[src/rtl/smc_stream_if.sv]
// smc_stream_if: device beat input and result strobe bundle for smc_stream_calc
interface smc_stream_if #(parameter int IN_W = 3, parameter int OUT_W = 10);
  logic in_valid;
  logic [IN_W-1:0] w;
  logic [IN_W-1:0] vgs;
  logic [IN_W-1:0] vds;
  logic [1:0] mode;
  logic out_valid;
  logic [OUT_W-1:0] out_n;
  modport master(output in_valid, w, vgs, vds, mode, input out_valid, out_n);
  modport slave(input in_valid, w, vgs, vds, mode, output out_valid, out_n);
endinterface

[src/rtl/smc_stream_calc.sv]
// smc_stream_calc: serial MOSFET Id/gm calculator with insertion-sorted top/bottom-K reduction
module smc_stream_calc #(
  parameter int N_DEV = 6,
  parameter int K = 3,
  parameter int IN_W = 3,
  parameter int OUT_W = 10
) (
  input logic clk,
  input logic rst,
  smc_stream_if.slave bus
);
  localparam int VW = 3 * IN_W + 1;
  localparam int CW = $clog2(N_DEV);
  localparam int SW = VW + $clog2((K + 3) * K) + 1;
  typedef enum logic [1:0] {IDLE, LOAD, CALC, OUT} state_t;
  state_t state, nxt;
  logic [CW-1:0] cnt;
  logic [1:0] mode_q;
  logic [OUT_W-1:0] res, res_n;
  logic [VW-1:0] id_a[N_DEV], gm_a[N_DEV], id_n[N_DEV], gm_n[N_DEV], idb[N_DEV], gmb[N_DEV];
  logic [VW-1:0] ew, eo, ed, sq, id_v, gm_v;
  logic [IN_W-1:0] vov;
  logic [SW-1:0] sum;
  logic acc, first, last, triode;
  always_comb begin
    vov = bus.vgs - IN_W'(1);
    ew = VW'(bus.w);
    eo = VW'(vov);
    ed = VW'(bus.vds);
    triode = eo > ed;
    sq = triode ? ((eo * ed) << 1) - ed * ed : eo * eo;
    id_v = bus.vgs == '0 ? '0 : (ew * sq) / VW'(3);
    gm_v = bus.vgs == '0 ? '0 : ((ew * (triode ? ed : eo)) << 1) / VW'(3);
  end
  assign acc = bus.in_valid && state != CALC;
  assign first = acc && state != LOAD;
  assign last = acc && state == LOAD && cnt == CW'(N_DEV - 1);
  // The first beat of a frame inserts into an empty list, so no separate clear cycle is needed
  always_comb begin
    for (int j = 0; j < N_DEV; j++) begin
      idb[j] = first ? '0 : id_a[j];
      gmb[j] = first ? '0 : gm_a[j];
    end
  end
  for (genvar i = 0; i < N_DEV; i++) begin : g_ins
    if (i == 0) begin : g_head
      assign id_n[i] = idb[i] >= id_v ? idb[i] : id_v;
      assign gm_n[i] = gmb[i] >= gm_v ? gmb[i] : gm_v;
    end else begin : g_tail
      assign id_n[i] = idb[i] >= id_v ? idb[i] : idb[i-1] >= id_v ? id_v : idb[i-1];
      assign gm_n[i] = gmb[i] >= gm_v ? gmb[i] : gmb[i-1] >= gm_v ? gm_v : gmb[i-1];
    end
  end
  always_comb begin
    nxt = state;
    if (state == CALC) nxt = OUT;
    else if (last) nxt = CALC;
    else if (first) nxt = LOAD;
    else if (state == OUT) nxt = IDLE;
  end
  always_comb begin
    sum = '0;
    for (int r = 0; r < K; r++)
      sum += mode_q[0] ? SW'(mode_q[1] ? id_a[r] : id_a[N_DEV-K+r]) * SW'(3 + r)
                       : SW'(mode_q[1] ? gm_a[r] : gm_a[N_DEV-K+r]);
    res_n = OUT_W'(sum);
  end
  always_ff @(posedge clk) begin
    if (rst) begin
      state <= IDLE;
      cnt <= '0;
      mode_q <= '0;
      res <= '0;
      for (int j = 0; j < N_DEV; j++) begin
        id_a[j] <= '0;
        gm_a[j] <= '0;
      end
    end else begin
      state <= nxt;
      if (first) begin
        cnt <= CW'(1);
        mode_q <= bus.mode;
      end else if (acc) cnt <= cnt + CW'(1);
      if (acc) begin
        id_a <= id_n;
        gm_a <= gm_n;
      end
      if (state == CALC) res <= res_n;
    end
  end
  assign bus.out_valid = state == OUT;
  assign bus.out_n = state == OUT ? res : '0;
endmodule
[src/flat_wrapper.sv]
// flat-port wrapper written by rule: the top's interface ports become plain ports
module smc_stream_calc_flat 
#(
  parameter int N_DEV = 6,
  parameter int K = 3,
  parameter int IN_W = 3,
  parameter int OUT_W = 10
)
  (clk, rst, bus_in_valid, bus_w, bus_vgs, bus_vds, bus_mode, bus_out_valid, bus_out_n);
  smc_stream_if #(.IN_W(IN_W), .OUT_W(OUT_W)) bus_i ();
  input logic clk;
  input logic rst;
  input wire logic [$bits(bus_i.in_valid)-1:0] bus_in_valid;
  input wire logic [$bits(bus_i.w)-1:0] bus_w;
  input wire logic [$bits(bus_i.vgs)-1:0] bus_vgs;
  input wire logic [$bits(bus_i.vds)-1:0] bus_vds;
  input wire logic [$bits(bus_i.mode)-1:0] bus_mode;
  output wire logic [$bits(bus_i.out_valid)-1:0] bus_out_valid;
  output wire logic [$bits(bus_i.out_n)-1:0] bus_out_n;
  assign bus_i.in_valid = bus_in_valid;
  assign bus_i.w = bus_w;
  assign bus_i.vgs = bus_vgs;
  assign bus_i.vds = bus_vds;
  assign bus_i.mode = bus_mode;
  assign bus_out_valid = bus_i.out_valid;
  assign bus_out_n = bus_i.out_n;
  smc_stream_calc #(.N_DEV(N_DEV), .K(K), .IN_W(IN_W), .OUT_W(OUT_W)) u_core (.clk(clk), .rst(rst), .bus(bus_i));
endmodule
[config.mk]
export PLATFORM = sky130hd
export DESIGN_NAME = smc_stream_calc_flat
export DESIGN_NICKNAME = d
export VERILOG_FILES = /design/src/rtl/smc_stream_if.sv /design/src/rtl/smc_stream_calc.sv /design/src/flat_wrapper.sv
export SDC_FILE = /design/constraint.sdc
export NUM_CORES = 1
export LEC_CHECK = 0
export CAP_MARGIN = 20
export CORE_ASPECT_RATIO = 0.5
export CORE_UTILIZATION = 45
export DETAILED_ROUTE_END_ITERATION = 8
export PLACE_DENSITY = 0.67
export SYNTH_ARGS = -nofsm -noshare
export SYNTH_HDL_FRONTEND = slang
export SYNTH_SLANG_ARGS = --single-unit
export TNS_END_PERCENT = 10
[constraint.sdc]
create_clock -name clk -period 34.1 [get_ports clk]
set_input_delay 8.525 -clock clk [delete_from_list [all_inputs] [get_ports clk]]
set_output_delay 8.525 -clock clk [all_outputs]
set_load 0.005 [all_outputs]
==> metrics.md, run 1 <==
| Metric | Value |
|---|---|
| Kind of end point of the critical path | `flip-flop` |
| Max Slew Vio Count | `0` |
| Drt drc | `0` |
| Summed negative setup slack over all endpoints | `0 ns` |
| Detailed Route Iter0 Violations | `922` |
| Via count | `11800` |
| CP Data Required Time | `34.45 ns` |
| Pin count of the biggest net entering global routing | `84` |
| CTS Root Buffer Type | `clkbuf_16` |
| FF+latch count, synth | `137` |
| Worst Tran Pin Value | `1.04 ns` |
| Synth Flop Type | `dfxtp_1` |
| Maximum Capacitance Violations | `0` |
| Number of clock sinks | `137` |
| Number of warnings reported in the yosys synthesis log | `0` |
| Number of fill cells in the layout | `2830` |
| Most common library cell in the layout ignoring fill and taps | `nand2_1` |
| Highest fanout seen on the critical path | `24` |
| H-tree depth | `4` |
| Inserted Diodes | `0` |
| RSZ-0062 raised after global routing | `no` |
| Clock tree from TritonCTS | `done` |
| Num CTS Buffers | `17` |
| Worst skew pair latency | `0.44 ns` |
| First-pass iteration count of the detailed router | `6` |
| Area fraction of the dominant cell type after synthesis | `0.204` |
| Startpoint of the most critical setup path | `bus_vgs[0]` |
| Synth area leader | `dfxtp_1` |
| Final-stage net count | `1857` |
| Vias/cell | `5.74` |
| Horizontal extent of the die | `247 um` |
| Startpoint type of the worst setup path | `input port` |
| Slowest cell delay on critical path | `0.78 ns` |
| Worst-case clock skew | `0.0151 ns` |
| Die outline height | `124 um` |
| Critical path arrival | `21.13 ns` |
| Post-synth net total | `1895` |
| Number of placement rows | `44` |
| Post-route clock period utilization | `0.610` |
| Synthesized area per cell | `7.94 um2` |
| Detailed placer's ending HPWL | `25.7 mm` |
| Post-CTS setup buffer count | `0` |
| Share of synthesized area occupied by flip-flops and latches | `0.204` |
| Worst Setup Path Type | `input port to flip-flop` |
| Maximum clock path buffer count | `2` |
| Post-cts sizing count | `0` |
| Number of antenna violations at the first check in global routing | `0` |
| Minimum setup slack among reg-to-reg paths | `28.52 ns` |
| CTS hold repair buffers | `0` |
| Worst max-slew margin expressed relative to the limit | `0.304` |
| Residual antenna-violating net count after detailed routing | `0` |
| Reg-to-reg startpoint | `u_core.state[1]` |
| Proportion of synthesized flip-flops having asynchronous set or reset | `0` |
| Average routed wire per standard cell | `17.1 um` |
| Min-Delay Path Class | `flip-flop to flip-flop` |
| Status | `complete, no violations` |
| Maximum clock frequency | `48.1 MHz` |
| Clock slew at reported path FFs | `0.06 ns` |
| Share of layout cells above drive strength 1 | `0.0779` |
| Overall overflow remaining after global route | `0` |
| Number of synthesized flops with an enable pin | `0` |
| Layout overhead on the synthesized area | `7.66%` |
| Final hold viol count | `0` |
| Slowest stage cell, crit path | `xnor3_1` |
| Number of cells produced by synthesis | `1694` |
| Gpl congestion | `0.855` |
| Total standard cell area after synthesis | `13500 um2` |
| Final min period | `20.79 ns` |
| Most area-consuming cells after synthesis | `dfxtp_1 (20%), ha_1 (15%), nand2_1 (5.5%)` |
| Via count of the first global-routing pass | `11000` |
| Die Outline Area | `30600 um2` |
| GRT Overall Usage | `0.234` |
| Number of setup violations in the final report | `0` |
| Wire length of the first global-routing pass | `57.9 mm` |
| Count of different cell masters after synthesis | `96` |
| Most frequent cells in the layout | `nand2_1 (197), ha_1 (163), nor2_1 (149)` |
| Buffers added on ports | `24` |
| Area of the core | `29200 um2` |
| Number of I/O pins | `25` |
| Initial cell density of the core | `0.461` |
| Hold Path Origin | `u_core.res[8]` |
| Sum of routed wire length over all layers | `35.2 mm` |
## state kept, by name, summed over array words and instances (netlist names)
name           flops
u_core.gm_a       60
u_core.id_a       60
u_core.res        10
u_core.cnt         3
u_core.mode_q      2
u_core.state       2
## layer usage
metal  vias up  routed length (um)  track usage
met1      5544               17300        0.335
li1       5919                   -            -
met5         -                   0            0
met2       304               15200        0.361
met3        45                2010       0.0392
met4         0                 604       0.0661
## final timing paths
kind / cells after the start / to
setup / recovery: 52 / u_core.id_a[10]
hold / removal: 2 / u_core.res[8]
setup reg to reg: 18 / u_core.id_a[10]
hold reg to reg: 2 / u_core.res[8]
## cells by family (layout without fill, tap and decap cells)
family	Yosys count	after routing	synth area share
adders and majority gates	187	187	0.187
muxes	100	100	0.0851
AOI/OAI and AO/OA	435	435	0.218
and+or+nand+nor	595	595	0.212
buffers and inverters	189	163	0.0578
DFF	137	137	0.204
xor gates and xnor gates	51	51	0.0352
## final cells by class
class,count,area (um2),area share
inverters,91,342,0.0236
flip-flops and latches,137,2750,0.189
clock inverters,12,126,0.00872
clock buffers,19,453,0.0313
repair buffers,41,365,0.0252
well taps,391,489,0.0338
multi-input cells,1368,9970,0.688
## Yosys cell counts (all sizes together), types with 32 or more instances
cell	count
a21oi	112
ha	163
dfxtp	137
and2	81
nand2	198
mux2i	60
a21o	49
inv	91
mux2	32
xnor2	34
clkbuf	73
and3	45
a22oi	45
o21ai	95
nand2b	32
nor2	149
## through the flow
step / util / hold slack [ns] / cell area [um2] / setup WS [ns] / std cells
finish: 0.497 / 0.449 / 14500 / 13.31 / 2059
detailed placement: 0.477 / 0.444 / 13900 / 12.96 / 2028
global route: 0.497 / 0.466 / 14500 / 12.46 / 2059
CTS: 0.497 / 0.452 / 14500 / 13.37 / 2059
global placement: 0.477 / 0.438 / 13900 / 13.15 / 2028
floorplan: - / 0.428 / 13500 / 14.73 / 1694
## critical path, delay by kind of cell
kind,cells,cell delay [ns]
xor gates and xnor gates,3,1.29
AOI/OAI and AO/OA,20,4.39
adders and majority gates,10,3.46
muxes,1,0.39
buffers and inverters,7,1.23
and+or+nand+nor,11,1.82
Power of run 1 is not shown: default switching activity piles up to over one toggle a cycle in this logic, so the estimate is an artifact.
==> run 2, diff against run 1 <==
clock period = 19.9 ns   (was 34.1 ns; I/O delays follow)
==> metrics.md, run 2 (same netlist as run 1, synthesis figures left out) <==
| Metric | Value |
|---|---|
| Endpoint of the lowest-slack register-to-register path | `u_core.id_a[10]` |
| H-tree depth | `4 (unchanged)` |
| Minimum setup slack among reg-to-reg paths | `14.33 ns (-14.19 ns)` |
| Number of clock sinks | `137 (unchanged)` |
| Number of I/O pins | `25 (unchanged)` |
| Placed instance count | `2028 (unchanged)` |
| Worst-case clock skew | `0.00944 ns (-0.00563 ns)` |
| Slowest cell delay on critical path | `0.77 ns (about the same)` |
| Final hold viol count | `0 (unchanged)` |
| Routing usage on met1 | `0.333 (-0.00210)` |
| Post-CTS setup buffer count | `0 (unchanged)` |
| Final-stage net count | `1857 (unchanged)` |
| Final min period | `17.26 ns` |
| CP Data Required Time | `20.25 ns (-14.20 ns)` |
| Buffers added on ports | `24 (unchanged)` |
| Most common library cell in the layout ignoring fill and taps | `nand2_1` |
| Reg-to-reg startpoint | `u_core.state[1]` |
| Summed negative setup slack over all endpoints | `0 ns (unchanged)` |
| Hold Path Origin | `u_core.res[4]` |
| Layout overhead on the synthesized area | `8.21%` |
| Finished Layout Cells | `2060 (+0.049%)` |
| Residual antenna-violating net count after detailed routing | `0 (unchanged)` |
| Area of the core | `29200 um2 (unchanged)` |
| Horizontal extent of the die | `247 um (unchanged)` |
| Via count of the first global-routing pass | `11100 (+0.54%)` |
| Maximum clock path buffer count | `2 (unchanged)` |
| Detailed placer's ending HPWL | `25.7 mm (-0.11%)` |
| Drt drc | `0 (unchanged)` |
| Slowest stage cell, crit path | `xnor3_1` |
| CTS hold repair buffers | `0 (unchanged)` |
| Average routed wire per standard cell | `17.1 um (+0.11%)` |
| Share of layout cells above drive strength 1 | `0.0785 (+0.000552)` |
| Max Slew Vio Count | `0 (unchanged)` |
| Gpl congestion | `0.855 (about the same)` |
| Wire length of the first global-routing pass | `57.9 mm (about the same)` |
| Worst skew pair latency | `0.44 ns (about the same)` |
| Worst Tran Pin Value | `1.09 ns (+0.0418 ns)` |
| Maximum clock frequency | `57.9 MHz` |
| Detailed Route Iter0 Violations | `927 (+0.54%)` |
| Worst Setup Path Type | `input port to flip-flop` |
| Die outline height | `124 um (unchanged)` |
| Via count | `11900 (+0.86%)` |
| Most frequent cells in the layout | `nand2_1 (197), ha_1 (163), nor2_1 (149)` |
| Post-Route Utilization | `0.499 (+0.00253)` |
| Area used by sequential logic in the layout | `2750 um2 (unchanged)` |
| Die Outline Area | `30600 um2 (unchanged)` |
| Vias/cell | `5.78 (+0.81%)` |
| Worst max-slew margin expressed relative to the limit | `0.276 (-0.0279)` |
| Overall overflow remaining after global route | `0 (unchanged)` |
| Startpoint of the most critical setup path | `bus_vgs[0]` |
| Number of placement rows | `44 (unchanged)` |
| Critical path arrival | `17.61 ns (-3.52 ns)` |
| Number of setup violations in the final report | `0 (unchanged)` |
| End of the worst hold path | `u_core.res[4]` |
| Worst Hold Depth | `2 (unchanged)` |
| Status | `complete, no violations` |
| Pin count of the biggest net entering global routing | `84 (unchanged)` |
| Footprint of the multi-input gates | `9970 um2 (unchanged)` |
| Sum of routed wire length over all layers | `35.2 mm (+0.16%)` |
| Layer with the highest usage | `met2` |
| Number of fill cells in the layout | `2841 (+0.39%)` |
| Num CTS Buffers | `17 (unchanged)` |
| Post-route clock period utilization | `0.867` |
| Routing usage on met2 | `0.366 (+0.00578)` |
| Startpoint type of the worst setup path | `input port` |
| Kind of end point of the critical path | `flip-flop` |
| Min-Delay Path Class | `flip-flop to flip-flop` |
| CTS Root Buffer Type | `clkbuf_16` |
| First-pass iteration count of the detailed router | `5 (-1)` |
| Clock tree from TritonCTS | `done` |
| Number of antenna violations at the first check in global routing | `0 (unchanged)` |
| Initial cell density of the core | `0.461 (unchanged)` |
| RSZ-0062 raised after global routing | `no` |
| Met3 GRT Util | `0.0287 (-0.0106)` |
| Maximum Capacitance Violations | `0 (unchanged)` |
| Highest fanout seen on the critical path | `24 (unchanged)` |
| Number of cell instances on the worst register-to-register path | `18 (unchanged)` |
| GRT Overall Usage | `0.234 (-0.000440)` |
| Post-cts sizing count | `0 (unchanged)` |
| Clock slew at reported path FFs | `0.06 ns (about the same)` |
| Biggest regs | `u_core.gm_a (60), u_core.id_a (60), u_core.res (10)` |
| Inserted Diodes | `0 (unchanged)` |
==> run 2: changes by cell type in the layout (fill, tap and decap cells not counted) <==
| cell | before | now |
|---|---|---|
| bufinv_16 | 2 | 4 |
| clkbuf_8 | 2 | 3 |
| clkinv_2 | 5 | 0 |
| clkinv_4 | 3 | 1 |
| clkinvlp_4 | 2 | 3 |
| inv_6 | 0 | 4 |
==> run 2: area by class of cell <==
cell class                      count  share of cell area
Multi-Input combinational cell   1368               0.685
Sequential cell                   137               0.189
Tap cell                          391              0.0336
Clock buffer                       20              0.0320
Timing Repair Buffer               41              0.0251
Inverter                           91              0.0235
Clock inverter                     12              0.0128
==> run 2: worst max-delay path by stage <==
stage,end,slack (ns),cells after the start
global placement,u_core.id_a[10],2.50,52
detailed placement,u_core.id_a[10],2.26,52
finish,u_core.id_a[10],2.64,52
CTS,u_core.id_a[10],2.67,52
global route,u_core.id_a[10],1.75,51
floorplan,u_core.id_a[15],4.08,52
==> run 2: metal layers <==
layer / vias to the layer above / share of wire / wire length, um
met4: 0 / 0.021 / 742
met2: 249 / 0.43 / 15300
met1: 5689 / 0.50 / 17700
met5: - / 0 / 0
li1: 5924 / - / -
met3: 52 / 0.043 / 1510
==> run 2: worst max-delay path, delay by kind of cell <==
kind                     cells  cell delay, ns
AO/OA/AOI/OAI               20            4.37
AND/OR/NAND/NOR             11            1.84
multiplexers                 1            0.39
adder cells (fa/ha/maj)     10            3.47
buffers and inverters        7            1.24
XOR/XNOR                     3            1.29
==> run 2: metrics by stage <==
step / hold WS [ns] / area, um2 / setup slack [ns]
after floorplan: 0.428 / 13500 / 4.08
after global placement: 0.438 / 13900 / 2.50
after detailed placement: 0.442 / 13900 / 2.26
after CTS: 0.451 / 14600 / 2.67
after global routing: 0.472 / 14600 / 1.75
final: 0.448 / 14600 / 2.64
Power of run 2 is left out for the same reason.
